[src/rtl/fetch_queue_riscv.sv]
// -----------------------------------------------------------------------------
// fetch_queue_riscv
//
// Instruction-fetch front end for the single-cycle decode/execute datapath.
// It owns the fetch PC and drives a 1-cycle-latency instruction memory. It
// buffers returned words with their PCs in a small FIFO, and presents the
// head entry to the decoder through a valid/ready handshake. A redirect from
// execute flushes everything that is buffered or in flight and restarts fetch
// at the target.
//
// Ports
//   clk            system clock, all state updates on posedge
//   rst            synchronous active-high reset
//   imem_req       read request to instruction memory this cycle
//   imem_addr      read address (current fetch PC)
//   imem_rdata     instruction word, valid the cycle after imem_req
//   redirect_en    taken branch/jump from execute
//   redirect_addr  redirect target
//   out_valid      out_instr/out_pc hold a valid entry
//   out_ready      decoder consumes the head entry
//   out_instr      head instruction
//   out_pc         PC of the head instruction
//   misalign_err   one-cycle pulse: last redirect target was not 4-byte aligned
//   occupancy      current FIFO entry count
// -----------------------------------------------------------------------------
module fetch_queue_riscv #(
    parameter int                  PC_WIDTH = 64,
    parameter logic [PC_WIDTH-1:0] RESET_PC = '0,
    parameter int                  DEPTH    = 4
) (
    input  logic                    clk,
    input  logic                    rst,
    output logic                    imem_req,
    output logic [PC_WIDTH-1:0]     imem_addr,
    input  logic [31:0]             imem_rdata,
    input  logic                    redirect_en,
    input  logic [PC_WIDTH-1:0]     redirect_addr,
    output logic                    out_valid,
    input  logic                    out_ready,
    output logic [31:0]             out_instr,
    output logic [PC_WIDTH-1:0]     out_pc,
    output logic                    misalign_err,
    output logic [$clog2(DEPTH):0]  occupancy
);

    localparam int AW = $clog2(DEPTH);
    localparam int CW = AW + 1;

    localparam logic [CW-1:0]       DEPTH_C = CW'(DEPTH);
    localparam logic [CW-1:0]       CNT_ONE = CW'(1);
    localparam logic [AW-1:0]       PTR_ONE = AW'(1);
    localparam logic [PC_WIDTH-1:0] PC_STEP = PC_WIDTH'(4);

    // Control state (reset)
    logic [PC_WIDTH-1:0] fetch_pc_q, fetch_pc_d;
    logic                inflight_q, inflight_d;
    logic [AW-1:0]       wptr_q, wptr_d;
    logic [AW-1:0]       rptr_q, rptr_d;
    logic [CW-1:0]       count_q, count_d;
    logic                misalign_q, misalign_d;

    // Data state (no reset)
    logic [PC_WIDTH-1:0] inflight_pc_q, inflight_pc_d;
    logic [PC_WIDTH-1:0] pc_mem_q    [DEPTH];
    logic [31:0]         instr_mem_q [DEPTH];

    logic issue;
    logic push;
    logic pop;

    // Stage 0: request issue. A pop in the same cycle is not credited, so
    // count + inflight < DEPTH always leaves room for the response.
    assign issue = !rst && !redirect_en && ((count_q + CW'(inflight_q)) < DEPTH_C);

    // Stage 1: response capture. A redirect or reset kills the in-flight word.
    assign push  = !rst && !redirect_en && inflight_q;

    assign out_valid = !rst && (count_q != '0);
    // A pop during a redirect is moot: the whole FIFO is being flushed.
    assign pop       = out_valid && out_ready && !redirect_en;

    assign imem_req     = issue;
    assign imem_addr    = fetch_pc_q;
    assign out_instr    = instr_mem_q[rptr_q];
    assign out_pc       = pc_mem_q[rptr_q];
    assign misalign_err = misalign_q;
    assign occupancy    = count_q;

    always_comb begin
        fetch_pc_d    = fetch_pc_q;
        inflight_d    = issue;
        inflight_pc_d = inflight_pc_q;
        wptr_d        = wptr_q;
        rptr_d        = rptr_q;
        count_d       = count_q;
        misalign_d    = 1'b0;

        if (redirect_en) begin
            // Low address bits are dropped; the misalignment is only reported.
            fetch_pc_d = {redirect_addr[PC_WIDTH-1:2], 2'b00};
            inflight_d = 1'b0;
            wptr_d     = '0;
            rptr_d     = '0;
            count_d    = '0;
            misalign_d = |redirect_addr[1:0];
        end else begin
            if (issue) begin
                fetch_pc_d    = fetch_pc_q + PC_STEP;
                inflight_pc_d = fetch_pc_q;
            end
            if (push) wptr_d = wptr_q + PTR_ONE;
            if (pop)  rptr_d = rptr_q + PTR_ONE;
            case ({push, pop})
                2'b10:   count_d = count_q + CNT_ONE;
                2'b01:   count_d = count_q - CNT_ONE;
                default: count_d = count_q;
            endcase
        end
    end

    always_ff @(posedge clk) begin
        if (rst) begin
            fetch_pc_q <= RESET_PC;
            inflight_q <= 1'b0;
            wptr_q     <= '0;
            rptr_q     <= '0;
            count_q    <= '0;
            misalign_q <= 1'b0;
        end else begin
            fetch_pc_q <= fetch_pc_d;
            inflight_q <= inflight_d;
            wptr_q     <= wptr_d;
            rptr_q     <= rptr_d;
            count_q    <= count_d;
            misalign_q <= misalign_d;
        end
    end

    // Stage 2: FIFO storage, written at the response edge.
    always_ff @(posedge clk) begin
        inflight_pc_q <= inflight_pc_d;
        if (push) begin
            pc_mem_q[wptr_q]    <= inflight_pc_q;
            instr_mem_q[wptr_q] <= imem_rdata;
        end
    end

endmodule

[config.mk]
export PLATFORM = sky130hd
export DESIGN_NAME = fetch_queue_riscv
export DESIGN_NICKNAME = d
export VERILOG_FILES = /design/src/rtl/fetch_queue_riscv.sv
export SDC_FILE = /design/constraint.sdc
export NUM_CORES = 1
export LEC_CHECK = 0
export ABC_CLOCK_PERIOD_IN_PS = 8150
export BUFFER_PORTS_ARGS = -buffer_cell sky130_fd_sc_hd__clkbuf_2
export CORE_UTILIZATION = 50
export DETAILED_ROUTE_END_ITERATION = 8
export GPL_TIMING_DRIVEN = 0
export PLACE_DENSITY = 0.76
export SLEW_MARGIN = 20
export SYNTH_ARGS = -nofsm -noshare
export SYNTH_HDL_FRONTEND = slang
export SYNTH_SLANG_ARGS = --single-unit
[constraint.sdc]
create_clock -name clk -period 8.15 [get_ports clk]
set_input_delay 0.815 -clock clk [delete_from_list [all_inputs] [get_ports clk]]
set_output_delay 0.815 -clock clk [all_outputs]
set_load 0.1 [all_outputs]
## Word-level counts from Yosys, hierarchy flattened

Memories as Yosys holds them, arrays and structs flattened. A register that Yosys moved wholly into a read port is not among the register bits.
Index checks and enable logic that the tools add are counted.

- Memory bits (writable): 384
- Memories: 2
- Bits of input ports: 100
- Output and inout port bits: 166
- Register bits: 137
- Logic and storage cells: 44

Memory list:

| name | depth | width | rd ports | clocked after Yosys merged registers in | wr ports | line | text |
|---|---|---|---|---|---|---|---|
| pc_mem_q | 4 | 64 | 1 | 1 | 1 | 64 | `logic [PC_WIDTH-1:0] pc_mem_q [DEPTH];` |
| instr_mem_q | 4 | 32 | 1 | 1 | 1 | 65 | `logic [31:0] instr_mem_q [DEPTH];` |

- Eq/ne operators: 2
- Reductions and logical operators: 15
- Bitwise gates (word level): 1
- Add/sub/neg operators: 6
- Muxes and demuxes: 9
- Order comparisons: 1

Operators by type and width:

| cell | count |
|---|---|
| $mux 64 | 2 |
| $add 64x3->64 const B | 1 |
| $mux 2 | 4 |
| $logic_and 1x1->1 | 6 |
| $pmux 3 s2 | 1 |
| $reduce_or 2->1 | 3 |
| $add 2x1->2 const B | 2 |
| $reduce_bool 2->1 | 2 |
| $add 3x1->3 | 1 |
| $add 3x1->3 const B | 1 |
| $lt 3x3->1 const B | 1 |
| $reduce_bool 3->1 | 1 |
| $sub 3x1->3 const B | 1 |
| $eq 2x1->1 const B | 1 |
| $eq 2x2->1 const B | 1 |
| $logic_not 1->1 | 2 |
| $mux 1 | 2 |
| $reduce_and 2->1 | 1 |
| $not 1->1 | 1 |

## Longest topological paths before layout

- Depth in word-level cells: 6
- Gate-level depth with buffers: 10
- Mapped depth without buffers: 8

## Least setup slack after synthesis

Ideal clock, no wire load.

- Kind: in2reg
- Start point: input port rst
- End point: memory instr_mem_q[0][0], enable pin
- Setup time: 464 ps
- Buffers on the path: 2
- Required time: 7686 ps
- Arrival: 3826 ps
- Slack: 3860 ps
- Stages: 4
- Path through: clkbuf_1 nor2_1 clkbuf_1 and3_1

- Longest elaborated chain between the ends: 5

RTL lines:

| item | line | text |
|---|---|---|
| from (decl) | 32 | `input logic rst,` |
| $logic_not 1->1 | 76 | `assign push = !rst && !redirect_en && inflight_q;` |
| $logic_and 1x1->1 (2 in a row) | 76 |  |
| $mux 1 | 142 | `if (push) begin` |
| $mux 1 (implied by the code) | 144 | `instr_mem_q[wptr_q] <= imem_rdata;` |
| to (decl) | 65 |  |

No other way between the ends.

==> flow_summary_export.csv <==
group,metric,value,unit
synthesis,ys_ff_latch,511,
sta,tightestPinTransition,1110,ps
clock_tree,clk_pin_slew,60,ps
synthesis,synthTopCellsByArea,"edfxtp_1, mux4_2, dfxtp_1",
clock_tree,worstSkewPairLatency,590,ps
routing,drt-pass1-iter-count,7,
die,io_pins,266,
routing,finalWirelength,48.8,mm
cells_and_area,nNetsFinal,1549,
clock_tree,cts_setup_buffers,0,
run_status,status,"finished clean",
routing,dr_total_vias,12000,
die,rows,72,
synthesis,yosysMostFrequentCell,"edfxtp_1",
clock_tree,clockBufferDepth,3,
pwr,power_leakage,0.00797,uW
sta,finalCritPeriodShare,51.4,%
placed_design,gp_congestion,0.896,
sta,tns,0,ps
sta,hold_viol_final,0,
hold_path,hold_path.class,"input port to register",
setup_path,cp_max_fo,10,
routing,ant_nets,0,
synthesis,ys_types,68,
clock_tree,cts.sinks,511,
routing,dr.first_iter.drc_count,1067,
setup_path,crit_type,"register to primary output",
global_routing,grt_pass1_vias,11900,
placed_design,dp_hpwl,33.1,mm
routing,wl_per_cell,24.4,um
run,drv_cap,0,
sta,slew_violations,0,
setup_path,cp_data_arrival_time,3370,ps
sta,rsz0062_at_grt,"false",
synthesis,synth_top_area_cell,"edfxtp_1",
clock_tree,cts_tree,"built",
global_routing,antenna_found_initial,8,
cells_and_area,design_area,23700,sq um
clock_tree,htree_levels,2,
cells_and_area,drive_gt1_share,32.4,%
global_routing,grtUsageTotal,24.2,%
sta,fmax,0.239,GHz
synthesis,seq_area_frac_synth,73.6,%
synthesis,yosysWarnings,0,
setup_path,critPathCaptureType,"primary output",
die,die_w,201,um
clock_tree,cts_resized,0,
cells_and_area,utilization,60.9,%
setup_path,worst_ep_required_time,7340,ps
die,die_area,40500,sq um
synthesis,yosys-top-cells-count,"edfxtp_1, mux4_2, dfxtp_1",
placed_design,place_area,22000,sq um
synthesis,yosysTopAreaCellShare,66.2,%
sta,skew,22.6,ps
routing,via_per_inst,5.98,
clock_tree,root_buffer,"clkbuf_16",
synthesis,synth_edf_count,438,
setup_path,critPathLaunchType,"register",
pwr,ir_worst_vdd,0.206,mV
cells_and_area,area_growth_syn_to_layout,19.3,%
pwr,p_per_area,237,nW/um^2
global_routing,grt_max_degree,46,
clock_tree,numCtsBuffers,51,
global_routing,grt_pass1_wl,72.9,mm
placed_design,portBuffers,260,
global_routing,grt_overflow_total,0,
die,start_util,51.0,%
die,core_area,38900,sq um
clock_tree,cts_hold_buf,0,
cells_and_area,instances_no_fill,2003,
placed_design,dp_cells,1907,
synthesis,async_flop_share,0,%
sta,fin_crit,4190,ps
synthesis,synth_cells,1117,
routing,drcViolationCount,0,
sta,maxSlewHeadroom,26.2,%
synthesis,syn_area,19900,sq um
synthesis,synth_flop_cell,"edfxtp_1",
synthesis,synth_area_per_cell,17.8,sq um
sta,setup_violations,0,
die,dieHeight,201,um
[state kept, by name, summed over array words and instances (netlist names), named ones only]
name           count
imem_addr         62
inflight_pc_q     62
occupancy          3
inflight_q         1
wptr_q             2
rptr_q             2
misalign_err       1
instr_mem_q      128
pc_mem_q         248
[metal layers]
layer	global-route usage [%]	wire (um)	vias up
met1	32.7	19500	6041
met5	0	47	-
met3	5.62	4280	120
met2	38.4	23600	618
met4	9.52	1390	6
li1	-	-	5199
[final timing paths]
check	slack (ps)	from	cells past startpoint	end
max	3960	register	4	out_pc[7]
min	420	redirect_addr[0]	2	misalign_err
max reg2reg	5180	imem_addr[3]	7	imem_addr[52]
min reg2reg	480	imem_addr[40]	0	inflight_pc_q[40]
[cell families after synthesis]
family | count (synthesis) | synth area share [%]
flops | 511 | 73.6
simple gates | 286 | 8.03
compound gates | 107 | 4.01
mux | 100 | 11.0
buf+inv | 78 | 1.64
xor+xnor | 27 | 1.23
fa+ha+maj | 7 | 0.479
other cells | 1 | 0.0189
[cells in the final DEF, fill, tap and decap left out, types with 24 or more instances in the layout]
cell type	synthesis	routed
edfxtp_1	438	438
clkbuf_2	0	261
mux4_2	94	94
dfxtp_1	73	73
nand2_1	64	64
clkbuf_16	0	53
nor2_1	51	51
clkbuf_1	38	48
nand4_1	36	36
nand3_1	24	24
[power breakdown]
group | internal (uW) | total [uW] | switching [uW]
registers | 2890 | 2950 | 64.2
clock network | 1320 | 2270 | 954
logic | 74.9 | 394 | 319
[critical path, cell delays in order (launching register included)]
cell and delay, ps:
dfxtp_1 460, buf_1 860, clkbuf_1 620, mux4_2 380
clkbuf_2 470
[metrics by stage]
stage | total power (uW) | setup slack, ps | hold WS, ps
finish | 5620 | 3960 | 424
global route | 5770 | 3900 | 433
CTS | 5650 | 3660 | 396
detailed placement | 3400 | 4260 | 451
global placement | 3390 | 1320 | 459
floorplan | 3280 | 3860 | 459
[cell type report]
cell class | instances | area [sq um]
inverters | 19 | 73.8
repair buffers | 269 | 1510
clock inverters | 23 | 200
plain buffers | 59 | 256
clock buffers | 68 | 1420
diodes | 5 | 12.5
multi-input cells | 531 | 4950
well taps | 518 | 648
flip-flops and latches | 511 | 14600
fillers | 2949 | 15200
(Power assumes the default switching activity.)
